--- config.mk ---
export PLATFORM = sky130hd
export DESIGN_NAME = output_scheduler_flat
export DESIGN_NICKNAME = d
export VERILOG_FILES = /design/src/rtl/router_pkg.sv /design/src/rtl/output_scheduler_if.sv /design/src/rtl/output_scheduler_rr_arb5.sv /design/src/rtl/output_scheduler.sv /design/src/flat_wrapper.sv
export SDC_FILE = /design/constraint.sdc
export NUM_CORES = 1
export LEC_CHECK = 0
export CORE_MARGIN = 2
export CORE_UTILIZATION = 55
export CTS_CLUSTER_SIZE = 24
export DETAILED_ROUTE_END_ITERATION = 7
export GPL_TIMING_DRIVEN = 0
export PLACE_DENSITY = 0.79
export SLEW_MARGIN = 40
export SYNTH_ARGS = -nofsm -noshare
export SYNTH_HDL_FRONTEND = slang
export SYNTH_SLANG_ARGS = --single-unit
--- constraint.sdc ---
create_clock -name clk -period 7.2 [get_ports clk]
set_clock_uncertainty 0.05 [all_clocks]
set_input_delay 1.44 -clock clk [delete_from_list [all_inputs] [get_ports clk]]
set_output_delay 1.44 -clock clk [all_outputs]
set_load 0.1 [all_outputs]
--- src/rtl/router_pkg.sv ---
// Shared router types and constants: port count, credit depth, port-index
// enum and the small helpers used by the output scheduler.
package router_pkg;

   localparam int NPORTS       = 5;
   localparam int CREDIT_DEPTH = 4;
   localparam int PORT_W       = 3;
   localparam int CREDIT_W     = 3;

   typedef logic [PORT_W-1:0]   port_idx_t;
   typedef logic [CREDIT_W-1:0] credit_t;

   typedef enum port_idx_t {
      NORTH = 3'd0,
      SOUTH = 3'd1,
      EAST  = 3'd2,
      WEST  = 3'd3,
      LOCAL = 3'd4
   } port_e;

   // Round-robin successor of a port index, wrapping at n.
   function automatic port_idx_t next_ptr(port_idx_t cur, int n);
      return (int'(cur) + 1 >= n) ? '0 : port_idx_t'(int'(cur) + 1);
   endfunction

endpackage

--- src/rtl/output_scheduler_if.sv ---
// Signal bundle between the input queues, downstream credit returns and the
// output scheduler; the scheduler sits on the slave side.
interface output_scheduler_if #(
   parameter int NPORTS = router_pkg::NPORTS
);
   import router_pkg::*;

   logic      [NPORTS-1:0] req_valid_i;
   port_idx_t [NPORTS-1:0] req_port_i;
   logic      [NPORTS-1:0] credit_incr_i;
   logic      [NPORTS-1:0] grant_o;
   logic      [NPORTS-1:0] out_valid_o;
   port_idx_t [NPORTS-1:0] sel_o;
   credit_t   [NPORTS-1:0] credit_o;
   logic                   err_o;

   modport master (
      output req_valid_i, req_port_i, credit_incr_i,
      input  grant_o, out_valid_o, sel_o, credit_o, err_o
   );

   modport slave (
      input  req_valid_i, req_port_i, credit_incr_i,
      output grant_o, out_valid_o, sel_o, credit_o, err_o
   );

endinterface

--- src/rtl/output_scheduler_rr_arb5.sv ---
// Combinational round-robin arbiter: one-hot grant to the first requester at
// or after ptr, searching upward modulo N.
module rr_arb5 #(
   parameter int N = router_pkg::NPORTS
) (
   input  logic [N-1:0]          req,
   input  router_pkg::port_idx_t ptr,
   output logic [N-1:0]          gnt
);
   import router_pkg::*;

   port_idx_t idx;

   // NOTE: every always_comb output gets a default first so no latch is inferred.
   always_comb begin
      gnt = '0;
      idx = '0;
      // Scan from the farthest offset down so the nearest requester wins last.
      for (int k = N - 1; k >= 0; k--) begin
         idx = port_idx_t'((int'(ptr) + k) % N);
         if (req[idx]) begin
            gnt      = '0;
            gnt[idx] = 1'b1;
         end
      end
   end

endmodule

--- src/rtl/output_scheduler.sv ---
// Output scheduler: per-output credit-gated round-robin arbitration with
// registered grants (one-cycle latency) and a sticky error flag.
module output_scheduler #(
   parameter int NPORTS       = router_pkg::NPORTS,
   parameter int CREDIT_DEPTH = router_pkg::CREDIT_DEPTH
) (
   input logic               clk,
   input logic               rst,
   output_scheduler_if.slave bus
);
   import router_pkg::*;

   localparam credit_t MAX_CREDIT = credit_t'(CREDIT_DEPTH);
   localparam credit_t ONE_CREDIT = credit_t'(1);

   logic                   armed_q;
   logic      [NPORTS-1:0] grant_q, grant_d;
   logic      [NPORTS-1:0] out_valid_q, out_valid_d;
   port_idx_t [NPORTS-1:0] sel_q, sel_d;
   credit_t   [NPORTS-1:0] credit_q;
   port_idx_t              rr_ptr_q [NPORTS];
   logic                   err_q;

   logic      [NPORTS-1:0] eligible;
   logic      [NPORTS-1:0] overflow;
   logic                   bad_dest;
   logic      [NPORTS-1:0] arb_req [NPORTS];
   logic      [NPORTS-1:0] arb_gnt [NPORTS];

   // armed_q holds off decisions for the first edge after reset release.
   always_comb begin
      eligible = '0;
      bad_dest = 1'b0;
      for (int i = 0; i < NPORTS; i++) begin
         eligible[i] = armed_q && bus.req_valid_i[i] && !grant_q[i]
                       && (int'(bus.req_port_i[i]) < NPORTS);
         bad_dest    = bad_dest
                       || (bus.req_valid_i[i] && (int'(bus.req_port_i[i]) >= NPORTS));
      end
   end

   always_comb begin
      for (int j = 0; j < NPORTS; j++) begin
         arb_req[j] = '0;
         for (int i = 0; i < NPORTS; i++) begin
            arb_req[j][i] = eligible[i] && (int'(bus.req_port_i[i]) == j)
                            && (credit_q[j] != '0);
         end
      end
   end

   for (genvar j = 0; j < NPORTS; j++) begin : g_arb
      rr_arb5 #(.N(NPORTS)) u_arb (
         .req (arb_req[j]),
         .ptr (rr_ptr_q[j]),
         .gnt (arb_gnt[j])
      );
   end

   always_comb begin
      grant_d     = '0;
      out_valid_d = '0;
      sel_d       = '0;
      overflow    = '0;
      for (int j = 0; j < NPORTS; j++) begin
         out_valid_d[j] = |arb_gnt[j];
         for (int i = 0; i < NPORTS; i++) begin
            if (arb_gnt[j][i]) begin
               sel_d[j]   = port_idx_t'(i);
               grant_d[i] = 1'b1;
            end
         end
         // A returned credit that finds the counter full, with nothing spent, is lost.
         overflow[j] = bus.credit_incr_i[j] && !out_valid_d[j] && (credit_q[j] == MAX_CREDIT);
      end
   end

   // NOTE: state uses non-blocking assignments so all registers see pre-edge values.
   always_ff @(posedge clk or negedge rst) begin
      if (!rst) begin
         armed_q     <= 1'b0;
         grant_q     <= '0;
         out_valid_q <= '0;
         sel_q       <= '0;
         err_q       <= 1'b0;
         // NOTE: these arrays are a handful of flops, not RAM, so they are reset.
         for (int j = 0; j < NPORTS; j++) begin
            credit_q[j] <= MAX_CREDIT;
            rr_ptr_q[j] <= '0;
         end
      end else begin
         armed_q     <= 1'b1;
         grant_q     <= grant_d;
         out_valid_q <= out_valid_d;
         sel_q       <= sel_d;
         err_q       <= err_q | bad_dest | (|overflow);
         for (int j = 0; j < NPORTS; j++) begin
            if (out_valid_d[j]) rr_ptr_q[j] <= next_ptr(sel_d[j], NPORTS);
            unique case ({out_valid_d[j], bus.credit_incr_i[j]})
               2'b10:   credit_q[j] <= credit_q[j] - ONE_CREDIT;
               2'b01:   if (!overflow[j]) credit_q[j] <= credit_q[j] + ONE_CREDIT;
               default: ;
            endcase
         end
      end
   end

   assign bus.grant_o     = grant_q;
   assign bus.out_valid_o = out_valid_q;
   assign bus.sel_o       = sel_q;
   assign bus.credit_o    = credit_q;
   assign bus.err_o       = err_q;

endmodule

--- src/flat_wrapper.sv ---
// flat-port wrapper written by rule: the top's interface ports become plain ports
module output_scheduler_flat import router_pkg::*;
#(
   parameter int NPORTS       = router_pkg::NPORTS,
   parameter int CREDIT_DEPTH = router_pkg::CREDIT_DEPTH
)
  (clk, rst, bus_req_valid_i, bus_req_port_i, bus_credit_incr_i, bus_grant_o, bus_out_valid_o, bus_sel_o, bus_credit_o, bus_err_o);
  output_scheduler_if #(.NPORTS(NPORTS)) bus_i ();
  input logic clk;
  input logic rst;
  input wire logic [$bits(bus_i.req_valid_i)-1:0] bus_req_valid_i;
  input wire logic [$bits(bus_i.req_port_i)-1:0] bus_req_port_i;
  input wire logic [$bits(bus_i.credit_incr_i)-1:0] bus_credit_incr_i;
  output wire logic [$bits(bus_i.grant_o)-1:0] bus_grant_o;
  output wire logic [$bits(bus_i.out_valid_o)-1:0] bus_out_valid_o;
  output wire logic [$bits(bus_i.sel_o)-1:0] bus_sel_o;
  output wire logic [$bits(bus_i.credit_o)-1:0] bus_credit_o;
  output wire logic [$bits(bus_i.err_o)-1:0] bus_err_o;
  assign bus_i.req_valid_i = bus_req_valid_i;
  assign bus_i.req_port_i = bus_req_port_i;
  assign bus_i.credit_incr_i = bus_credit_incr_i;
  assign bus_grant_o = bus_i.grant_o;
  assign bus_out_valid_o = bus_i.out_valid_o;
  assign bus_sel_o = bus_i.sel_o;
  assign bus_credit_o = bus_i.credit_o;
  assign bus_err_o = bus_i.err_o;
  output_scheduler #(.NPORTS(NPORTS), .CREDIT_DEPTH(CREDIT_DEPTH)) u_core (.clk(clk), .rst(rst), .bus(bus_i));
endmodule
==> results_dict.tcl, run 1 <==
set metrics [dict create \
    outcome "completed" \
    rsz0062_at_grt "false" \
    hp-class "register to register" \
    drv_cap 0 \
    ant_nets 0 \
    async_flop_share 1.00 \
    ys_seq_area_frac 0.116 \
    syn_area_mm2 0.0124 \
    hold_path_end "u_core.bus.credit_o[5]" \
    slew_violations 0 \
    cts.path.max_buffers 2 \
    wl_met1_mm 17.5 \
    crit_path_start_kind "register" \
    start_util 0.563 \
    post-route-period-util 0.947 \
    synth_ff_type "dfrtp_1" \
    syn2layout_area_growth_pct 9.86 \
    die_w_um 154 \
    drc_errors 0 \
    tightest_slew_ps 935 \
    drive_gt1_frac 0.124 \
    cts_sinks 57 \
    cp.required_ps 7420 \
    viasPerCell 6.80 \
    ys_types 116 \
    maxSlewHeadroom 0.372 \
    synthCells 1678 \
    path_class "register to register" \
    dr_wl_met3_mm 3.54 \
    grt_pass1_vias 12594 \
    finalNonFillerCells 2036 \
    min_period_ps 6820 \
    cp.arrival_ps 7040 \
    met2_wirelength_mm 18.0 \
    gp_congestion 1.03 \
    grt_overflow 0 \
    clk_pin_slew_ps 50 \
    grt_pass1_wl_mm 64.2 \
    end_kind "register" \
    whs_path_depth 2 \
    synth_edf_count 0 \
    antenna_cells 0 \
    yosys_warnings 0 \
    core_mm2 0.0220 \
    dp_hpwl_mm 31.5 \
    cts_root_buffer "clkbuf_16" \
    setup_viol_count_final 0 \
    max_freq_mhz 147 \
    drt_first_iter_violations 1295 \
    cts_made_buffers 9 \
    port_buffers 62 \
    io_pins 68 \
    hold_buffers 0 \
    nets 1914 \
    final_cell_mix "nand2_1, nor2_1, ha_1, inv_1, a21oi_1" \
    dieArea_mm2 0.0237 \
    rr_worst_depth 27 \
    grtUsageTotal 0.325 \
    rr_startpoint "u_core.rr_ptr_q[6]" \
    path_max_fanout 10 \
    hp-start "u_core.bus.credit_o[5]" \
    wl_per_cell_um 19.7 \
    wl_mm 40.1 \
    finalHoldViolCount 0 \
    syn_nets 1840 \
    rrSetupSlack_ps 380 \
    grt_max_degree 38 \
    htreeDepth 3 \
    cts_tree "built" \
    num_rows 54 \
    dp.cells 2021 \
    worst_skew_pair.late_latency_ps 340 \
    firstDrtPassIters 6 \
    tns_ps 0 \
    final_common_cell "nand2_1" \
    ys_seq_elements 57 \
    top_layer "met4" \
    dieHeight_um 154 \
    antenna_found_initial 0 \
    avgSynthCellArea_um2 7.37 \
    num_vias 13850 \
    reg2reg_to "u_core.bus.credit_o[8]" \
]
==> worst max-delay path: stages, from the launching register on <==
cell and delay [ps]:
dfrtp_2 490, clkbuf_4 250, clkbuf_4 230, clkbuf_4 230, inv_1 120, ha_2 360, ha_1 240, or2_2 330
o21ai_1 260, xnor2_1 180, inv_1 80, ha_1 240, nand2b_1 150, a221oi_1 100, or3_1 360, buf_2 160
o221ai_1 220, o211ai_1 220, o21ai_2 350, a221oi_1 100, o32a_1 360, or3b_1 490, nor2_4 180, nand2_1 80
fa_1 420, and4b_1 200, o21a_1 180, nor2_1 90
==> state kept, by name, indices dropped and copies added (netlist names) <==
signal,flops
u_core.rr_ptr_q,15
u_core.bus.credit_o,15
u_core.bus.err_o,1
u_core.bus.out_valid_o,5
u_core.bus.grant_o,5
u_core.armed_q,1
u_core.bus.sel_o,15
==> per-layer routing <==
metal	GRT usage	vias up
met2	0.534	687
met4	0.0899	0
met5	0	-
met1	0.448	6553
li1	-	6512
met3	0.0428	98
==> area by class of cell <==
| cell class | count | area [um^2] |
|---|---|---|
| Inverter | 111 | 417 |
| Timing Repair Buffer | 64 | 440 |
| Sequential cell | 57 | 1430 |
| Buffer | 72 | 342 |
| Tap cell | 280 | 350 |
| Multi-Input combinational cell | 1437 | 10300 |
| Clock buffer | 13 | 280 |
| Fill cell | 1996 | 8370 |
| Clock inverter | 2 | 35.0 |
==> Yosys cell counts (14+ instances only) <==
| cell | instances | area [um^2] |
|---|---|---|
| or3_1 | 26 | 163 |
| mux2i_1 | 36 | 360 |
| o211ai_1 | 27 | 203 |
| nand3_1 | 52 | 260 |
| and2_1 | 14 | 87.6 |
| nor2b_1 | 24 | 150 |
| nand2_1 | 153 | 574 |
| and3_1 | 17 | 106 |
| xnor2_1 | 36 | 315 |
| nor2_1 | 134 | 503 |
| nor4_1 | 18 | 113 |
| nand4_1 | 31 | 194 |
| ha_1 | 128 | 1600 |
| o21ai_0 | 79 | 395 |
| inv_1 | 98 | 368 |
| a21o_1 | 15 | 113 |
| clkbuf_1 | 42 | 158 |
| o221ai_1 | 14 | 123 |
| a21oi_1 | 85 | 425 |
| buf_2 | 15 | 75.1 |
| dfrtp_1 | 52 | 1300 |
| a31oi_1 | 29 | 181 |
| nand2b_1 | 40 | 250 |
| a211o_1 | 17 | 149 |
| a211oi_1 | 29 | 218 |
| nor3_1 | 58 | 290 |
| o31ai_1 | 17 | 128 |
==> kinds of logic (layout without fill, tap and decap cells) <==
logic type                 Yosys count  in the layout  synth area share
xor gates and xnor gates            44             44            0.0330
DFF                                 57             57             0.116
AOI/OAI and AO/OA                  539            539             0.321
muxes                               51             51            0.0433
adders and majority gates          135            135             0.141
buffers and inverters              184            262            0.0599
other                                1              1          0.000303
and+or+nand+nor                    667            667             0.286
==> per-stage QoR <==
step	hold WS [ps]	cell area, um^2	utilization	setup slack [ps]
4_1_cts	521	13500	0.615	45.9
5_1_grt	551	13600	0.619	15.0
2_1_floorplan	717	12400	-	681
3_3_place_gp	501	13300	0.608	-636
6_report	529	13600	0.619	384
3_5_place_dp	513	13200	0.600	-754
==> worst max-delay path by stage <==
| stage | startpoint | end | slack, ps | depth (start not counted) |
|---|---|---|---|---|
| after detailed placement | u_core.rr_ptr_q[6] | u_core.bus.credit_o[8] | -750 | 28 |
| after floorplan | u_core.rr_ptr_q[6] | u_core.bus.credit_o[8] | 680 | 28 |
| final | u_core.rr_ptr_q[6] | u_core.bus.credit_o[8] | 380 | 27 |
| after CTS | u_core.rr_ptr_q[0] | u_core.bus.credit_o[14] | 50 | 26 |
| after global routing | u_core.rr_ptr_q[9] | u_core.bus.credit_o[5] | 20 | 28 |
| after global placement | u_core.rr_ptr_q[6] | u_core.bus.credit_o[8] | -640 | 28 |
==> what timing repair did <==
action | 4_1_cts | 5_1_grt
gates resized for setup | 9 | 27
setup endpoints to repair | 8 | 12
buffers inserted | 1 | 0
pin swaps | 1 | 0
Power of run 1 is left out: the tool's default activity adds up to more than one toggle a clock period on the data nets, which glitch-free logic cannot reach.
==> run 2: changes to the inputs <==
--- a/config.mk
+++ b/config.mk
@@ -7,10 +7,12 @@
 export LEC_CHECK = 0
 export CORE_MARGIN = 2
 export CORE_UTILIZATION = 55
+export CTS_BUF_LIST = sky130_fd_sc_hd__clkbuf_8
 export CTS_CLUSTER_SIZE = 24
 export DETAILED_ROUTE_END_ITERATION = 7
 export GPL_TIMING_DRIVEN = 0
 export PLACE_DENSITY = 0.79
+export SKIP_CTS_REPAIR_TIMING = 1
 export SLEW_MARGIN = 40
 export SYNTH_ARGS = -nofsm -noshare
 export SYNTH_HDL_FRONTEND = slang
==> run 2 against run 1 <==
  * Cell count grew 0.15%
  * Non-clock buffer count grew 3
  * Via count shrank 0.22%
  * Utilization shrank 0.34 points
  * Worst setup slack lost 62 ps
  * Critical endpoint unchanged
==> results_dict.tcl, run 2 (synthesis gave the netlist of run 1 again) <==
set metrics [dict create \
    antenna_cells 0 \
    tns_ps 0 \
    dp_hpwl_mm 31.5 \
    cp.required_ps 7450 \
    clk_pin_slew_ps 70 \
    path_max_fanout 10 \
    post_dp_cell_area_mm2 0.0132 \
    dieHeight_um 154 \
    top_layer "met4" \
    drv_cap 0 \
    num_vias 13820 \
    drive_gt1_frac 0.125 \
    final_common_cell "nand2_1" \
    gp_congestion 1.03 \
    dieArea_mm2 0.0237 \
    io_pins 68 \
    setup_viol_count_final 0 \
    maxSlewHeadroom 0.382 \
    nets 1917 \
    grt_max_degree 38 \
    htreeDepth 3 \
    start_util 0.563 \
    postLayoutCoreUtil 0.615 \
    antenna_found_initial 0 \
    max_freq_mhz 145 \
    end_kind "register" \
    path_class "register to register" \
    ant_nets 0 \
    grtUsageTotal 0.325 \
    syn2layout_area_growth_pct 9.27 \
    crit_path_start_kind "register" \
    worst_skew_pair.late_latency_ps 360 \
    grt_pass1_wl_mm 64.1 \
    cts_tree "built" \
    drc_errors 0 \
    post-route-period-util 0.955 \
    cts_root_buffer "clkbuf_8" \
    wl_mm 39.9 \
    viasPerCell 6.78 \
    drt_first_iter_violations 1333 \
    cp.arrival_ps 7130 \
    wl_per_cell_um 19.6 \
    hp-class "register to register" \
    dr_wl_met3_mm 3.63 \
    min_period_ps 6880 \
    port_buffers 62 \
    finalHoldViolCount 0 \
    grt_pass1_vias 12546 \
    wl_met1_mm 17.3 \
    tightest_slew_ps 920 \
    num_rows 54 \
    fin_area_mm2 0.0135 \
    final_cell_mix "nand2_1, nor2_1, ha_1, inv_1, a21oi_1" \
    slew_violations 0 \
    firstDrtPassIters 6 \
    outcome "completed" \
    cts.path.max_buffers 2 \
    grt_overflow 0 \
    met2_wirelength_mm 18.0 \
    die_w_um 154 \
    cts_made_buffers 9 \
    cts_sinks 57 \
    core_mm2 0.0220 \
]
## run 2: path summary, 6_finish.rpt
kind | start | end | slack [ps] | depth (start not counted)
setup reg to reg | u_core.rr_ptr_q[6] | u_core.bus.credit_o[8] | 320 | 26
setup / recovery | u_core.rr_ptr_q[6] | u_core.bus.credit_o[8] | 320 | 26
min in group asynchronous | rst | u_core.bus.credit_o[3] | 910 | 1
hold reg to reg | u_core.bus.credit_o[5] | u_core.bus.credit_o[5] | 530 | 2
max in group asynchronous | rst | u_core.bus.credit_o[11] | 5610 | 2
hold / removal | u_core.bus.credit_o[5] | u_core.bus.credit_o[5] | 530 | 2
## run 2: area by class of cell
class / count / area (um^2)
fill: 2014 / 8440
clock inverter: 2 / 35.0
sequential: 57 / 1430
inverter: 111 / 417
timing repair buffer: 67 / 463
multi-input combinational: 1437 / 10300
tap: 280 / 350
buffer: 72 / 342
clock buffer: 13 / 179
## run 2: metal layers
| layer | track usage | vias up |
|---|---|---|
| met5 | 0 | - |
| met4 | 0.0859 | 0 |
| met3 | 0.0510 | 64 |
| met2 | 0.530 | 680 |
| met1 | 0.447 | 6557 |
| li1 | - | 6519 |
## run 2: per-stage QoR
step | hold WS [ps] | instances | setup WS, ps
floorplan | 717 | 1678 | 681
global placement | 501 | 2020 | -636
detailed placement | 513 | 2021 | -754
CTS | 524 | 2036 | -790
global route | 554 | 2039 | -9.11
finish | 528 | 2039 | 322
## run 2: worst max-delay path, cell delays in order, from the launching register on
cell      delay [ps]
dfrtp_2          440
clkbuf_4         230
clkbuf_4         230
clkbuf_4         230
inv_1            120
ha_2             420
clkbuf_4         250
inv_1            170
ha_1             270
or3b_2           470
o22ai_2          160
or2_4            190
ha_2             260
nor3_1            80
a221o_1          340
o21ai_0          330
nor3b_1          170
o311ai_1         270
a211oi_1         160
a211o_1          290
or3b_1           450
nor2_4           230
nand2_1          100
fa_1             430
and4b_1          200
o21a_1           180
nor2_1            90
Power of run 2 is left out for the same reason.
==> run 3: changes to the inputs <==
--- a/config.mk
+++ b/config.mk
@@ -5,7 +5,7 @@
 export SDC_FILE = /design/constraint.sdc
 export NUM_CORES = 1
 export LEC_CHECK = 0
-export CORE_MARGIN = 2
+export CORE_MARGIN = 5
 export CORE_UTILIZATION = 55
 export CTS_BUF_LIST = sky130_fd_sc_hd__clkbuf_8
 export CTS_CLUSTER_SIZE = 24
==> run 3 against run 2 <==
  * Fmax about the same
  * Critical path depth up 1
  * Cell count up 0.20%
  * Non-clock buffer count up 3
  * First-iteration DRC count up 8.6%
  * Sequential share of layout area about the same
  * Critical path type unchanged
==> results_dict.tcl, run 3 (synthesis gave the netlist of run 1 again) <==
set metrics [dict create \
    outcome "completed" \
    fin_ws_ps 319 \
    clk_pin_slew_ps 80 \
    tightest_slew_ps 799 \
    io_pins 68 \
    rr_startpoint "u_core.rr_ptr_q[6]" \
    place_ws_ps -888 \
    min_period_ps 6880 \
    wl_per_cell_um 19.5 \
    wl_mm 39.9 \
    reg2reg_to "u_core.bus.credit_o[8]" \
    drc_errors 0 \
    drt_first_iter_violations 1448 \
    final_cell_mix "nand2_1, nor2_1, ha_1, inv_1, a21oi_1" \
    cp.arrival_ps 7120 \
    port_buffers 62 \
    cts_tree "built" \
    syn2layout_area_growth_pct 9.52 \
    finalHoldViolCount 0 \
    rsz0062_at_grt "false" \
    crit_path_start_kind "register" \
    cts_sinks 57 \
    final_common_cell "nand2_1" \
    end_kind "register" \
    rrSetupSlack_ps 320 \
    cts_root_buffer "clkbuf_8" \
    slew_violations 0 \
    viasPerCell 6.76 \
    cts_made_buffers 9 \
    num_vias 13814 \
    tns_ps 0 \
    path_class "register to register" \
    grt_pass1_wl_mm 64.1 \
    dp.cells 2021 \
    hold_path_end "u_core.bus.credit_o[5]" \
    drv_cap 0 \
    grt_pass1_vias 12433 \
    grtUsageTotal 0.292 \
    drive_gt1_frac 0.128 \
    die_w_um 160 \
    num_rows 54 \
    maxSlewHeadroom 0.460 \
    gp_congestion 0.973 \
    setup_viol_count_final 0 \
    max_freq_mhz 145 \
    dieArea_mm2 0.0256 \
    cts.path.max_buffers 2 \
    cp.required_ps 7440 \
    hp-class "register to register" \
    grt_overflow 0 \
    post-route-period-util 0.956 \
    worst_skew_pair.late_latency_ps 350 \
    core_mm2 0.0220 \
    hp-start "u_core.bus.credit_o[5]" \
    nets 1920 \
    whs_path_depth 2 \
    dieHeight_um 160 \
    dp_hpwl_mm 31.4 \
    antenna_cells 0 \
    ant_nets 0 \
    rr_worst_depth 27 \
    grt_max_degree 42 \
    firstDrtPassIters 6 \
    finalNonFillerCells 2043 \
    start_util 0.563 \
    antenna_found_initial 1 \
    path_max_fanout 10 \
    htreeDepth 3 \
]
run 3: cell types whose count changed in the layout (fill, tap and decap cells not counted), sizes merged:
cell      before  now
buf           73   77
clkbuf        59   56
clkinv         1    2
clkinvlp       0    1
inv          111  112
run 3: metal layers:
layer,track usage,routed length [um]
met3,0.0415,3340
met1,0.417,17800
met5,0,13
met2,0.470,18000
met4,0.0657,788
run 3: area by class of cell:
class,count,area [um^2]
clock inverter,5,55.1
inverter,111,417
multi-input combinational,1437,10300
timing repair buffer,71,493
buffer,71,338
fill,2001,8410
tap,280,350
clock buffer,11,151
sequential,57,1440
run 3: critical path, stage by stage, from the launching register on:
cell	delay (ps)
dfrtp_2	440
clkbuf_4	220
clkbuf_4	230
clkbuf_4	230
inv_1	160
ha_2	410
clkbuf_4	230
inv_1	150
ha_1	260
or3b_2	460
o22ai_2	160
or2_4	190
ha_2	250
nor2b_1	160
o32a_1	150
buf_4	150
mux2i_1	120
o211a_1	310
nor3_4	290
o22ai_1	170
o31ai_2	320
or3b_4	470
nor2_4	220
nand2_1	100
fa_1	430
and4b_1	200
o21a_1	180
nor2_1	100
run 3: worst max-delay path by stage:
stage	startpoint	to	depth (start not counted)
6_report	u_core.rr_ptr_q[6]	u_core.bus.credit_o[8]	27
5_1_grt	u_core.rr_ptr_q[9]	u_core.bus.credit_o[5]	28
4_1_cts	u_core.rr_ptr_q[6]	u_core.bus.credit_o[8]	28
3_5_place_dp	u_core.rr_ptr_q[6]	u_core.bus.credit_o[8]	28
3_3_place_gp	u_core.rr_ptr_q[6]	u_core.bus.credit_o[8]	28
2_1_floorplan	u_core.rr_ptr_q[6]	u_core.bus.credit_o[8]	28
run 3: through the flow:
stage	area, um^2	hold WS [ps]	util
finish	13500	539	0.617
global route	13500	555	0.617
CTS	13400	538	0.609
detailed placement	13200	527	0.600
global placement	13300	510	0.608
floorplan	12400	717	-
Power of run 3 is left out for the same reason.
==> variant, RTL diff (settings of run 3) <==
The package constant `CREDIT_W` goes from 3 to 6.
--- a/src/rtl/router_pkg.sv
+++ b/src/rtl/router_pkg.sv
@@ -5,7 +5,7 @@
    localparam int NPORTS       = 5;
    localparam int CREDIT_DEPTH = 4;
    localparam int PORT_W       = 3;
-   localparam int CREDIT_W     = 3;
+   localparam int CREDIT_W     = 6;
 
    typedef logic [PORT_W-1:0]   port_idx_t;
    typedef logic [CREDIT_W-1:0] credit_t;
Ports: changed (resized bus_credit_o); port bits go from 68 to 83. The function was not compared with the original's and may differ.
==> variant against run 3 <==
Synthesized area grew 4.8%. Final area grew 11%. Sequential cell count grew 15. Critical path depth grew 7. Maximum frequency shrank 0.80%. Wire length grew 0.79%. Synthesized cell count shrank 0.72%. Count of clock-buffer cells in the layout shrank 1. Setup slack lost 55 ps. Highest routed layer is now met4.
Power is not shown: default switching activity piles up to over one toggle a cycle in this logic, so the estimate is an artifact.
==> variant: results (changes against run 3) <==
grt:
  track_usage_pct: 28.8  # -0.42 points
  antenna_found_initial: 4  # +3
  grt_max_degree: 44  # +4.8%
  first_global_vias: 12400  # -0.42%
  grt_pass1_wl_um: 63100  # -1.6%
min_path:
  worstHoldPathType: "register to register"
final_layout:
  area_delta_synth_final_pct: 15.7
  largest_register_ffs: 30
  nNetsFinal: 1992  # +3.8%
  drive_above_1_share_pct: 19.2  # +6.3 points
  fill_cells: 2092  # +4.5%
place:
  dp.cells: 2065  # +2.2%
  port_buffers: 79  # +27%
  pre_cts_slack_ps: -1400  # -511 ps
  dpl_cell_area_sq_um: 13900  # +5.6%
  dp_hpwl_um: 31600  # +0.85%
  gp_congestion: 0.971  # -0.24%
routing:
  drt_wl_total_um: 40200  # +0.79%
  drt_iter0_drc: 1070  # -26%
  drt-vias-per-instance: 6.37  # -5.9%
  via_count: 13600  # -1.6%
  drtPass1Iterations: 6  # unchanged
worst_setup_path:
  cpPeakStageDelay_ps: 460
  crit_slowest_cell: "or3b_2"
  path_max_fanout: 13  # +3
yosys:
  ys_warn_count: 0  # unchanged
  seq_area_frac_synth_pct: 14.0  # +2.4 points
  synth_cell_types: 126  # +8.6%
  syn-mean-instance-area_sq_um: 7.78  # +5.5%
  ys_top_cells_by_count: "151 x ha_1, 126 x inv_1, 123 x nor2_1"
  synth_ff_type: "dfrtp_1"
  synthTopCellsByArea: "ha_1 15%, dfrtp_1 13%, inv_1 3.6%"
  async_flop_share_pct: 100  # unchanged
  synth_nets: 1852  # +0.65%
cts:
  path_clk_slew_ps: 90
  cts-buffers-inserted: 9  # unchanged
  clock_latency_ps: 380  # +30 ps
  htree_levels: 3  # unchanged
  cts_buffer_depth: 2  # unchanged
  clockRootBuffer: "clkbuf_8"
outcome:
  outcome: "completed"
timing:
  max_slew_margin_pct: 47.3  # +1.3 points
[variant: final timing paths]
| path | startpoint | end | slack [ps] | cells past startpoint |
|---|---|---|---|---|
| worst max-delay path | u_core.rr_ptr_q[6] | u_core.bus.credit_o[17] | 260 | 34 |
| min in group asynchronous | rst | u_core.rr_ptr_q[10] | 890 | 1 |
| max in group asynchronous | rst | u_core.rr_ptr_q[13] | 5620 | 2 |
| worst min register to register | u_core.bus.credit_o[29] | u_core.bus.credit_o[29] | 460 | 1 |
| worst min-delay path | u_core.bus.credit_o[29] | u_core.bus.credit_o[29] | 460 | 1 |
| worst max register to register | u_core.rr_ptr_q[6] | u_core.bus.credit_o[17] | 260 | 34 |
[variant: critical path: cells and delay by family, from the launching register on]
family	cells	cell delay (ps)
buffers and inverters	10	1470
AND/OR/NAND/NOR	6	1300
adder cells (fa/ha/maj)	4	990
flip-flops	1	400
multiplexers	1	320
AO/OA/AOI/OAI	13	2320
[variant: cell type report]
cell class	instances	area share (%)
timing repair buffer	129	6.13
clock inverter	6	0.651
antenna	5	0.0835
buffer	58	2.30
sequential	72	12.1
clock buffer	10	0.918
multi-input combinational	1400	71.5
inverter	136	3.62
tap	319	2.66
[variant: kinds of logic (layout without fill, tap and decap cells)]
family	after synthesis	count (layout)	share of synthesized area, %
AOI/OAI and AO/OA	520	520	29.4
xor gates and xnor gates	56	56	4.19
adders and majority gates	159	159	15.8
buffers and inverters	194	339	6.22
DFF	72	72	14.0
muxes	55	55	4.45
other	1	6	0.0289
and+or+nand+nor	609	609	25.9
[variant: layer usage]
layer	vias to the layer above	routed length [um]	GRT usage, %	share of wire (%)
li1	6542	-	-	-
met1	6368	17200	37.8	43
met3	104	3190	5.35	7.9
met4	0	1630	13.1	4.1
met2	576	18200	46.1	45
met5	-	0	0	0
